## src/rtl/frame_write_scheduler.sv

```systemverilog
// frame_write_scheduler: moves GPU iteration-count batches into the frame
// buffer write port and swaps buffers on vsync once a frame is complete.
//
// Ports:
//   sys_clk_in          clock
//   rst_in              synchronous active-high reset
//   iters_valid_in      GPU batch valid
//   iters_in            batch of FMA_COUNT counts, first pixel in the MSBs
//   iters_ready_out     high in ACCEPT only
//   vsync_in            one-cycle vsync pulse (sys_clk_in domain)
//   fb_iters_valid_out  one-cycle write strobe, cycle after the handshake
//   fb_iters_out        registered batch data
//   fb_addr_write_out   base pixel address of the batch, held between strobes
//   swap_out            one-cycle buffer-swap pulse
//   frame_start_out     one-cycle pulse, GPU restarts at pixel 0
//   frame_count_out     completed swaps, wraps modulo 2^16
module frame_write_scheduler #(
    parameter int unsigned FMA_COUNT  = 2,
    parameter int unsigned ITERS_BITS = 4,
    parameter int unsigned WIDTH      = 320,
    parameter int unsigned HEIGHT     = 320
) (
    input  logic                                  sys_clk_in,
    input  logic                                  rst_in,
    input  logic                                  iters_valid_in,
    input  logic [FMA_COUNT*ITERS_BITS-1:0]       iters_in,
    output logic                                  iters_ready_out,
    input  logic                                  vsync_in,
    output logic                                  fb_iters_valid_out,
    output logic [FMA_COUNT*ITERS_BITS-1:0]       fb_iters_out,
    output logic [$clog2(WIDTH*HEIGHT)-1:0]       fb_addr_write_out,
    output logic                                  swap_out,
    output logic                                  frame_start_out,
    output logic [15:0]                           frame_count_out
);

    localparam int unsigned PIX = WIDTH * HEIGHT;
    localparam int unsigned DW  = FMA_COUNT * ITERS_BITS;
    localparam int unsigned AW  = $clog2(PIX);
    // One extra bit so the pointer can reach PIX without wrapping.
    localparam int unsigned PW  = AW + 1;
    localparam int unsigned CW  = $clog2(FMA_COUNT + 1);

    typedef enum logic [2:0] {
        START      = 3'd0,
        ACCEPT     = 3'd1,
        DRAIN      = 3'd2,
        WAIT_VSYNC = 3'd3,
        SWAP       = 3'd4
    } state_e;

    state_e          state_q, state_d;
    logic [PW-1:0]   ptr_q,   ptr_d;
    logic [CW-1:0]   cnt_q,   cnt_d;
    logic [DW-1:0]   data_q,  data_d;
    logic [AW-1:0]   addr_q,  addr_d;
    logic            wr_q,    wr_d;
    logic [15:0]     fc_q,    fc_d;

    // State and datapath registers.
    always_ff @(posedge sys_clk_in) begin
        if (rst_in) begin
            state_q <= START;
            ptr_q   <= '0;
            cnt_q   <= '0;
            data_q  <= '0;
            addr_q  <= '0;
            wr_q    <= 1'b0;
            fc_q    <= '0;
        end else begin
            state_q <= state_d;
            ptr_q   <= ptr_d;
            cnt_q   <= cnt_d;
            data_q  <= data_d;
            addr_q  <= addr_d;
            wr_q    <= wr_d;
            fc_q    <= fc_d;
        end
    end

    // Next-state and datapath update.
    always_comb begin
        state_d = state_q;
        ptr_d   = ptr_q;
        cnt_d   = cnt_q;
        data_d  = data_q;
        addr_d  = addr_q;
        wr_d    = 1'b0;
        fc_d    = fc_q;
        unique case (state_q)
            START: begin
                ptr_d   = '0;
                state_d = ACCEPT;
            end
            ACCEPT: begin
                if (iters_valid_in) begin
                    data_d  = iters_in;
                    addr_d  = AW'(ptr_q);
                    wr_d    = 1'b1;
                    ptr_d   = ptr_q + PW'(FMA_COUNT);
                    cnt_d   = CW'(FMA_COUNT);
                    state_d = DRAIN;
                end
            end
            DRAIN: begin
                // Holds the GPU off for FMA_COUNT cycles while the frame
                // buffer serialises the batch at the current address.
                if (cnt_q == CW'(1)) begin
                    state_d = (ptr_q == PW'(PIX)) ? WAIT_VSYNC : ACCEPT;
                end else begin
                    cnt_d = cnt_q - CW'(1);
                end
            end
            WAIT_VSYNC: begin
                if (vsync_in) begin
                    fc_d    = fc_q + 16'd1;
                    state_d = SWAP;
                end
            end
            SWAP: begin
                state_d = START;
            end
            default: begin
                state_d = START;
            end
        endcase
    end

    // Pulse outputs decode the state; reset masks them so they stay quiet
    // while the FSM is parked in START.
    assign iters_ready_out    = (state_q == ACCEPT);
    assign swap_out           = (state_q == SWAP) && !rst_in;
    assign frame_start_out    = (state_q == START) && !rst_in;
    assign fb_iters_valid_out = wr_q;
    assign fb_iters_out       = data_q;
    assign fb_addr_write_out  = addr_q;
    assign frame_count_out    = fc_q;

endmodule

```

## config.mk

```make
export PLATFORM = sky130hd
export DESIGN_NAME = frame_write_scheduler
export DESIGN_NICKNAME = d
export VERILOG_FILES = /design/src/rtl/frame_write_scheduler.sv
export SDC_FILE = /design/constraint.sdc
export NUM_CORES = 1
export LEC_CHECK = 0
export CAP_MARGIN = 20
export CORE_ASPECT_RATIO = 0.9
export CORE_UTILIZATION = 47
export CTS_BUF_LIST = sky130_fd_sc_hd__clkbuf_4
export DETAILED_ROUTE_END_ITERATION = 6
export PLACE_DENSITY = 0.84
export SKIP_LAST_GASP = 1
export SLEW_MARGIN = 20
export SYNTH_ARGS = -nofsm -noshare
export SYNTH_HDL_FRONTEND = slang
export SYNTH_SLANG_ARGS = --single-unit
```

## constraint.sdc

```tcl
create_clock -name sys_clk_in -period 1.8 [get_ports sys_clk_in]
set_clock_uncertainty 0.05 [all_clocks]
set_input_delay 0.45 -clock sys_clk_in [delete_from_list [all_inputs] [get_ports sys_clk_in]]
set_output_delay 0.45 -clock sys_clk_in [all_outputs]
set_load 0.05 [all_outputs]
```

==> flow_summary.json <==
{
  "status": "finished, violations left",
  "violations": "setup timing",
  "hold_path_class": "reg -> reg",
  "p_leak_nw": 1.433,
  "setup_viol": 9,
  "ant_nets": 0,
  "gp_congestion": 0.8539,
  "crit_path_start_kind": "register",
  "r2r_start": "ptr_q[1]",
  "viasPerCell": 5.614,
  "fin_nets": 429,
  "register_area_mm2": 0.001286,
  "startpoint": "state_q[0]",
  "path_cells": "buf_6 -> nor4b_4 -> buf_12",
  "root_buffer": "clkbuf_4",
  "max_stage_delay_ns": 0.34,
  "cts_sinks": 63,
  "ys.warnings.count": 0,
  "ioPinCount": 57,
  "max_freq_mhz": 533.3,
  "drv_cap": 0,
  "cts.clk_slew.worst_paths_ns": 0.10,
  "core-area_mm2": 0.005349,
  "slowest_stage": "dfxtp_2",
  "syn_nets": 342,
  "yosysUniqueCellTypes": 37,
  "die_w_um": 81.28,
  "grt_max_degree": 49,
  "multi_input_area_mm2": 0.001424,
  "fillCellCount": 415,
  "dp.cells": 459,
  "die_area_mm2": 0.005962,
  "wl_mm": 7.140,
  "die_h_um": 73.36,
  "cts_buffer_depth": 2,
  "avgSynthCellArea_um2": 8.131,
  "syn2layout_area_growth_pct": 40.99,
  "detailedPlace.worstSlack_ns": -0.5046,
  "hold_viol": 0,
  "synthCells": 327,
  "cp_max_fo": 4,
  "start_util_pct": 49.71,
  "timing.rr.end": "ptr_q[11]",
  "cp.depth": 3,
  "htreeDepth": 3,
  "firstDrtPassIters": 7,
  "postLayoutSetupSlackWorst_ns": -0.07504,
  "synth-seq-cells": 63,
  "antenna_cells": 0,
  "cp-end-kind": "output pin",
  "cts_tree": "yes",
  "reg2reg_depth": 6,
  "crit_family": "flip-flops",
  "grt_remaining_overflow": 0,
  "place_hpwl_mm": 4.693,
  "numCtsBuffers": 9,
  "min_period_over_period_pct": 104.2,
  "grt_pass1_wl_mm": 11.18,
  "crit_type": "reg -> out",
  "cp_data_arrival_time_ns": 1.38,
  "drive_gt1_share_pct": 33.25,
  "finish.utilization_pct": 70.08,
  "crit_end": "swap_out",
  "rows": 25,
  "slew_viol_final": 0,
  "period_needed_ns": 1.875,
  "rsz0062_at_grt": "yes",
  "grt.total_usage_pct": 24.79,
  "io_buffers": 55,
  "synth-seq-area-share_pct": 47.44,
  "initialDrtViolationCount": 182,
  "insertion_delay_ns": 0.42,
  "irDropWorstVdd_uv": 397.1,
  "required_ns": 1.30,
  "p_per_area_mw_per_mm2": 711.7,
  "path_buf_inv": 2,
  "drc": 0,
  "antenna_found_initial": 0,
  "vias": 2723,
  "stdcell_count": 485,
  "netlist_area_mm2": 0.002659,
  "reg2reg_slack_ns": -0.03,
  "grt_pass1_vias": 2418,
  "wl_per_cell_um": 14.72
}
-- worst reg2reg max path, cell delays in order (launching register included) --
cell and delay [ns]:
dfxtp_4 0.40, ha_4 0.14, nand2_2 0.05, or4_4 0.54
buf_6 0.15, or3_1 0.32, a21oi_2 0.12
-- routing by layer --
metal  track usage [%]  up-vias  wire, um
met3             4.969       18       431
met2             36.57      124      3417
li1                  -     1313         -
met5                 0        -         0
met4             15.48        0       154
met1             32.95     1268      3137
-- stage by stage --
| stage | hold slack, ns | setup TNS (ns) | cell area (um2) | power (mW) |
|---|---|---|---|---|
| after floorplan | 0.4008 | -0.1522 | 2770 | 1.727 |
| after global placement | 0.3920 | -6.175 | 3441 | 1.847 |
| final | 0.4133 | -0.2508 | 3749 | 2.668 |
| after CTS | 0.4162 | -0.1858 | 3665 | 2.659 |
| after detailed placement | 0.3997 | -7.029 | 3441 | 1.857 |
| after global routing | 0.4355 | -0.7436 | 3749 | 2.763 |
-- synth_stat cells --
master | instances | area [um2]
dfxtp_1 | 63 | 1261
nand2_1 | 62 | 232.7
a21oi_1 | 45 | 225.2
nor2_1 | 18 | 67.56
or3_1 | 15 | 93.84
clkbuf_1 | 14 | 52.55
o21ai_1 | 14 | 70.07
nand3_1 | 13 | 65.06
xor2_1 | 10 | 87.58
nand4_1 | 8 | 50.05
buf_2 | 6 | 30.03
inv_1 | 5 | 18.77
or4_1 | 5 | 37.54
and3_1 | 4 | 25.02
and4_1 | 4 | 35.03
nor3b_1 | 4 | 30.03
nor4_1 | 4 | 25.02
o31ai_1 | 4 | 30.03
and2_1 | 3 | 18.77
ha_1 | 3 | 37.54
nor3_1 | 3 | 15.01
a311oi_1 | 2 | 17.52
nand2b_1 | 2 | 12.51
o21ai_0 | 2 | 10.01
xnor2_1 | 2 | 17.52
a211oi_1 | 1 | 7.510
and4b_1 | 1 | 10.01
buf_4 | 1 | 7.510
conb_1 | 1 | 3.750
mux2i_1 | 1 | 10.01
nor2b_1 | 1 | 6.260
nor4b_1 | 1 | 8.760
o311a_1 | 1 | 10.01
or2_0 | 1 | 6.260
or2_1 | 1 | 6.260
or2_2 | 1 | 6.260
or4b_1 | 1 | 10.01
-- sequential cells by signal, indices dropped and copies added, names as in the netlist --
name / flops
ptr_q: 17
fb_iters_out: 8
fb_addr_write_out: 16
fb_iters_valid_out: 1
state_q: 3
frame_count_out: 16
cnt_q: 2
-- how the worst min path moves through the flow --
stage          depth (start not counted)                   from                    end
4_1_cts                                2        fb_iters_out[0]        fb_iters_out[0]
2_1_floorplan                          2               cnt_q[1]               cnt_q[1]
3_5_place_dp                           2        fb_iters_out[0]        fb_iters_out[0]
6_report                               2        fb_iters_out[2]        fb_iters_out[2]
3_3_place_gp                           2        fb_iters_out[7]        fb_iters_out[7]
5_1_grt                                2  fb_addr_write_out[13]  fb_addr_write_out[13]
-- kinds of logic (layout without fill, tap and decap cells) --
group	count (synthesis)	in the layout	synth area share (%)
adders and majority gates	3	3	1.412
and+or+nand+nor	152	152	28.66
other	1	1	0.1410
muxes	1	1	0.3765
AOI/OAI and AO/OA	69	69	13.93
buffers and inverters	26	117	4.094
DFF	63	63	47.44
xor gates and xnor gates	12	12	3.953
-- power breakdown --
part	switching (mW)	total (mW)	internal, mW
clock	0.514	0.795	0.280
combinational	0.256	0.435	0.179
sequential	0.0196	1.44	1.42
-- cell type report --
class | instances | area share [%]
multi-input cells | 238 | 37.98
flip-flops and latches | 63 | 34.31
repair buffers | 97 | 22.26
inverters | 5 | 0.5007
well taps | 67 | 2.236
clock inverters | 5 | 0.7009
clock buffers | 10 | 2.003
-- cells in the final DEF, fill, tap and decap left out, types with 5 or more instances in the layout --
cell              n
clkbuf_4         10
nand4_1           8
dfxtp_2           8
a21oi_1          39
buf_4            76
nand2_1          58
dfxtp_1          51
o21ai_1          14
nor2_1           18
clkdlybuf4s50_1   9
a21oi_2           6
buf_12            5
nand3_1          12
xor2_1           10
inv_1             5
or3_1            12
-- repair_timing --
action,4_1_cts,5_1_grt
setup endpoints to repair,13,17
pin swaps,19,3
hold buffers,0,0
resized for setup,19,18
setup buffers,9,2
Note: power is estimated with default switching activity, not from simulation.
==> RTL change 1 (same settings) <==
`ITERS_BITS`: 4 -> 5.
--- a/src/rtl/frame_write_scheduler.sv
+++ b/src/rtl/frame_write_scheduler.sv
@@ -16,7 +16,7 @@
 //   frame_count_out     completed swaps, wraps modulo 2^16
 module frame_write_scheduler #(
     parameter int unsigned FMA_COUNT  = 2,
-    parameter int unsigned ITERS_BITS = 4,
+    parameter int unsigned ITERS_BITS = 5,
     parameter int unsigned WIDTH      = 320,
     parameter int unsigned HEIGHT     = 320
 ) (
Interface: changed (resized fb_iters_out and iters_in); port bits go from 57 to 61. No check against the original RTL was run, so the function may have changed too.
==> RTL change 1 against the unedited design <==
- sequential cell count up 2
- sequential power grew 3%
- setup slack lost 0.062 ns
- area after synthesis grew 4.6%
- first-iteration DRC count up 10%
- cell area is 5.7% higher
- combinational power is 5.1% lower
- cell count is 4.7% higher
- routed wire length rose by 3.5%
- the run still ends with negative setup slack left
- power increased by 6.5%
==> RTL change 1: results (changes against the unedited design) <==
* Final nets at 451 (was 429)
* Hold path startpoint: fb_addr_write_out[5]$_SDFFE_PP0P_ (was fb_iters_out[2]$_SDFFE_PP0P_)
* Synth Net Count at 356 (was 342)
* Sum of negative setup slack at -0.763 ns (was -0.251 ns)
* Clock-cell share of area at 3.22% (was 2.70%)
* Buffers, non-clock at 106 (was 97)
* Register Area at 1330 um2 (was 1290 um2)
* Worst VDD drop at 557 uV (was 397 uV)
* Multi-input gates at 247 (was 238)
* Seq cells post-synth at 65 (was 63)
* Final Setup Violations at 10 (was 9)
* Vias/cell at 5.48 (was 5.61)
* Post-route setup slack at -0.137 ns (was -0.0750 ns)
* Port Buf Inserts at 59 (was 55)
* Total track usage at 24.4% (was 24.8%)
* WL/cell at 14.6 um (was 14.7 um)
* P_int at 2070 uW (was 1880 uW)
* Commonest cells post-synth: dfxtp_1 (65), nand2_1 (65), a21oi_1 (44), nor2_1 (22), nand3_1 (18) (was dfxtp_1 (63), nand2_1 (62), a21oi_1 (45), nor2_1 (18), or3_1 (15))
* Place WS at -0.496 ns (was -0.505 ns)
* Status: complete, but fails checks (unchanged)
* Worst R2R Setup Slack at -0.10 ns (was -0.03 ns)
* Pre-Repair DR Iteration Count at 5 (was 7)
* WHS Endpoint: fb_addr_write_out[5]$_SDFFE_PP0P_ (was fb_iters_out[2]$_SDFFE_PP0P_)
* First-pass GRT wire length at 11.9 mm (was 11.2 mm)
* Crit path arrival time at 1.44 ns (was 1.38 ns)
* Post-synth cell types at 39 (was 37)
* Fraction of layout cells with a size suffix above 1 at 33.8% (was 33.3%)
* Vias in the first global route at 2494 (was 2418)
* Gpl congestion at 0.843 (was 0.854)
* Clk_buf instances at 11 (was 10)
* Layout Cells excl Fill at 508 (was 485)
* Most area-consuming cells after synthesis: dfxtp_1 (47%), nand2_1 (8.8%), a21oi_1 (7.9%), nand3_1 (3.2%), xnor2_1 (3.2%) (was dfxtp_1 (47%), nand2_1 (8.8%), a21oi_1 (8.5%), or3_1 (3.5%), xor2_1 (3.3%))
* Failing checks: negative setup slack (unchanged)
-- RTL change 1: cell count changes in the layout (fill, tap and decap cells not counted), moves of 5 or more --
| cell | delta |
|---|---|
| nand3_1 | +5 |
| o21ai_1 | -13 |
| xnor2_1 | +7 |
| xor2_1 | -7 |
| or3_1 | -5 |
| buf_4 | +7 |
| nand2_1 | +6 |
-- RTL change 1: worst reg2reg max path, cell delays in order (launching register included) --
cell and delay, ns:
dfxtp_2 0.34, buf_4 0.14, nor2b_2 0.19, or4_4 0.56
or4_1 0.42, a21oi_1 0.14
-- RTL change 1: cell families after synthesis --
group | after synthesis | synth area share, %
and+or+nand+nor | 161 | 28.3
AOI/OAI and AO/OA | 63 | 12.6
adders and majority gates | 3 | 1.35
buffers and inverters | 28 | 4.77
DFF | 65 | 46.8
other | 1 | 0.135
xor gates and xnor gates | 13 | 4.10
muxes | 5 | 1.98
-- RTL change 1: how the worst max path moves through the flow --
stage | from | end | slack, ns | depth (start not counted)
6_report | state_q[1]$_SDFFE_PP0P_ | frame_start_out | -0.14 | 3
3_5_place_dp | iters_valid_in | ptr_q[17]$_SDFFE_PP0P_ | -0.50 | 6
2_1_floorplan | state_q[2]$_SDFFE_PP0P_ | ptr_q[13]$_SDFFE_PP0P_ | -0.13 | 7
5_1_grt | state_q[1]$_SDFFE_PP0P_ | frame_start_out | -0.23 | 3
3_3_place_gp | iters_valid_in | ptr_q[17]$_SDFFE_PP0P_ | -0.42 | 5
4_1_cts | state_q[1]$_SDFFE_PP0P_ | frame_start_out | -0.13 | 3
-- RTL change 1: per-layer routing --
layer / part of all wire [%] / wire (um) / vias up / global-route usage (%)
li1: - / - / 1371 / -
met1: 43 / 3170 / 1301 / 29.7
met2: 49 / 3640 / 98 / 41.4
met3: 6.5 / 482 / 16 / 8.33
met4: 1.4 / 101 / 0 / 7.85
met5: 0 / 0 / - / 0
-- RTL change 1: power groups by stage --
stage | clock network (uW) | logic, uW | registers, uW
finish | 952 | 413 | 1480
detailed placement | 0 | 366 | 1510
CTS | 961 | 389 | 1470
global route | 1040 | 441 | 1480
global placement | 0 | 360 | 1510
floorplan | 0 | 173 | 1560
-- RTL change 1: repair_timing --
action	in CTS	in global routing
resized for setup	11	18
pin swaps	3	8
setup buffers	6	4
cloned	0	1
setup endpoints to repair	12	19
-- RTL change 1: through the flow --
stage	utilization (%)	total power (uW)	hold slack, ns
finish	69.6	2840	0.411
global route	69.6	2960	0.429
CTS	67.7	2820	0.413
detailed placement	64.1	1870	0.400
global placement	64.1	1870	0.392
floorplan	-	1730	0.401
==> RTL change 2 (same settings) <==
Made on the original files. The 5 states of `state_e` get a one-hot encoding in 5 bits.
--- a/src/rtl/frame_write_scheduler.sv
+++ b/src/rtl/frame_write_scheduler.sv
@@ -41,12 +41,12 @@
     localparam int unsigned PW  = AW + 1;
     localparam int unsigned CW  = $clog2(FMA_COUNT + 1);
 
-    typedef enum logic [2:0] {
-        START      = 3'd0,
-        ACCEPT     = 3'd1,
-        DRAIN      = 3'd2,
-        WAIT_VSYNC = 3'd3,
-        SWAP       = 3'd4
+    typedef enum logic [4:0] {
+        START      = 5'b00001,
+        ACCEPT     = 5'b00010,
+        DRAIN      = 5'b00100,
+        WAIT_VSYNC = 5'b01000,
+        SWAP       = 5'b10000
     } state_e;
 
     state_e          state_q, state_d;
Check against the original RTL: same outputs for any inputs over 10 cycles, from zero or initial values and one cycle with rst_in high; not proved beyond that.
==> RTL change 2 against the unedited design <==
- routed wire length rose by 32%
- area after synthesis rose by 5.8%
- cell area rose by 13%
- the run still ends with negative setup slack left
- count of clock-buffer cells in the layout rose by 1
- maximum frequency fell by 15%
- setup slack got worse by 0.33 ns
- critical path type unchanged
- register-to-register slack got worse by 0.16 ns
- clock power rose by 5.2%
- first-iteration DRC count rose by 36%
- via count rose by 15%
- power rose by 18%
- global-route usage rose by 1.3 points
- sequential cell count rose by 2
==> RTL change 2: results (changes against the unedited design) <==
* Gpl congestion at 0.854 (about the same)
* Cells on worst reg2reg path at 5 (was 6)
* Commonest cells post-synth: dfxtp_1 (65), nand2_1 (63), a21oi_1 (49), clkbuf_1 (20), nor2_1 (20) (was dfxtp_1 (63), nand2_1 (62), a21oi_1 (45), nor2_1 (18), or3_1 (15))
* Crit path arrival time at 1.71 ns (was 1.38 ns)
* Compound-Gate Fraction of Synth Area at 17.5% (was 13.9%)
* Utilization after layout at 73.9% (was 70.1%)
* Vias/cell at 5.95 (was 5.61)
* XOR/XNOR share of the synthesized area at 3.42% (was 3.95%)
* Largest net degree at the start of global routing at 29 (was 49)
* First-pass GRT wire length at 12.9 mm (was 11.2 mm)
* Status: complete, but fails checks (unchanged)
* Failing checks: negative setup slack (unchanged)
* Sum of negative setup slack at -2.34 ns (was -0.251 ns)
* Post-Syn Instances at 348 (was 327)
* Clk_buf instances at 11 (was 10)
* Buffers, non-clock at 115 (was 97)
* Top delay family on crit path: simple AND/OR/NAND/NOR gates (was flip-flops)
* Worst VDD drop at 723 uV (was 397 uV)
* Multi-input logic area at 1660 um2 (was 1420 um2)
* Delay of the slowest critical-path stage at 0.52 ns (was 0.34 ns)
* Worst R2R Setup Slack at -0.19 ns (was -0.03 ns)
* Synth Net Count at 363 (was 342)
* Vias at 3118 (was 2723)
* LEAKAGE at 0.00158 uW (was 0.00143 uW)
* Non-clock buffer share at 24.9% (was 22.3%)
* Iter 0 DRT Violations at 248 (was 182)
* Sequential-to-total area share from yosys stat at 46.2% (was 47.4%)
* Hold_ws at 0.409 ns (was 0.413 ns)
* Sw Share at 32.3% (was 29.6%)
* Post-route setup slack at -0.405 ns (was -0.0750 ns)
* Fraction of layout cells with a size suffix above 1 at 38.3% (was 33.3%)
* Final nets at 465 (was 429)
* Multi-input gates at 256 (was 238)
* Pre-Repair DR Iteration Count at 4 (was 7)
* Place WS at -0.630 ns (was -0.505 ns)
* Fraction of synthesized area in multiplexers at 0% (was 0.376%)
* Final Setup Violations at 24 (was 9)
* Signal inverters at 3 (was 5)
## RTL change 2: cell types whose count changed after synthesis, moves of 5 or more
cell	before	now
o21ai_0	2	17
clkbuf_1	14	20
o2111ai_1	0	5
o21ai_1	14	0
## RTL change 2: what timing repair did
item,4_1_cts,5_1_grt
pin swaps,10,10
gates resized for setup,28,38
endpoints found under the hold margin,0,0
gates cloned,0,2
buffers inserted,10,6
setup endpoints to repair,17,52
## RTL change 2: per-layer routing
| metal | global-route usage (%) | up-vias | part of all wire (%) |
|---|---|---|---|
| met4 | 14.7 | 0 | 4.1 |
| met2 | 45.1 | 152 | 50 |
| met5 | 0 | - | 0 |
| met1 | 30.3 | 1483 | 40 |
| met3 | 7.04 | 43 | 6.6 |
| li1 | - | 1440 | - |
## RTL change 2: power groups by stage
stage / clock (uW) / sequential, uW / combinational (uW)
floorplan: 0 / 1570 / 283
global placement: 0 / 1520 / 546
detailed placement: 0 / 1520 / 558
CTS: 833 / 1490 / 674
global route: 891 / 1490 / 855
finish: 836 / 1490 / 824
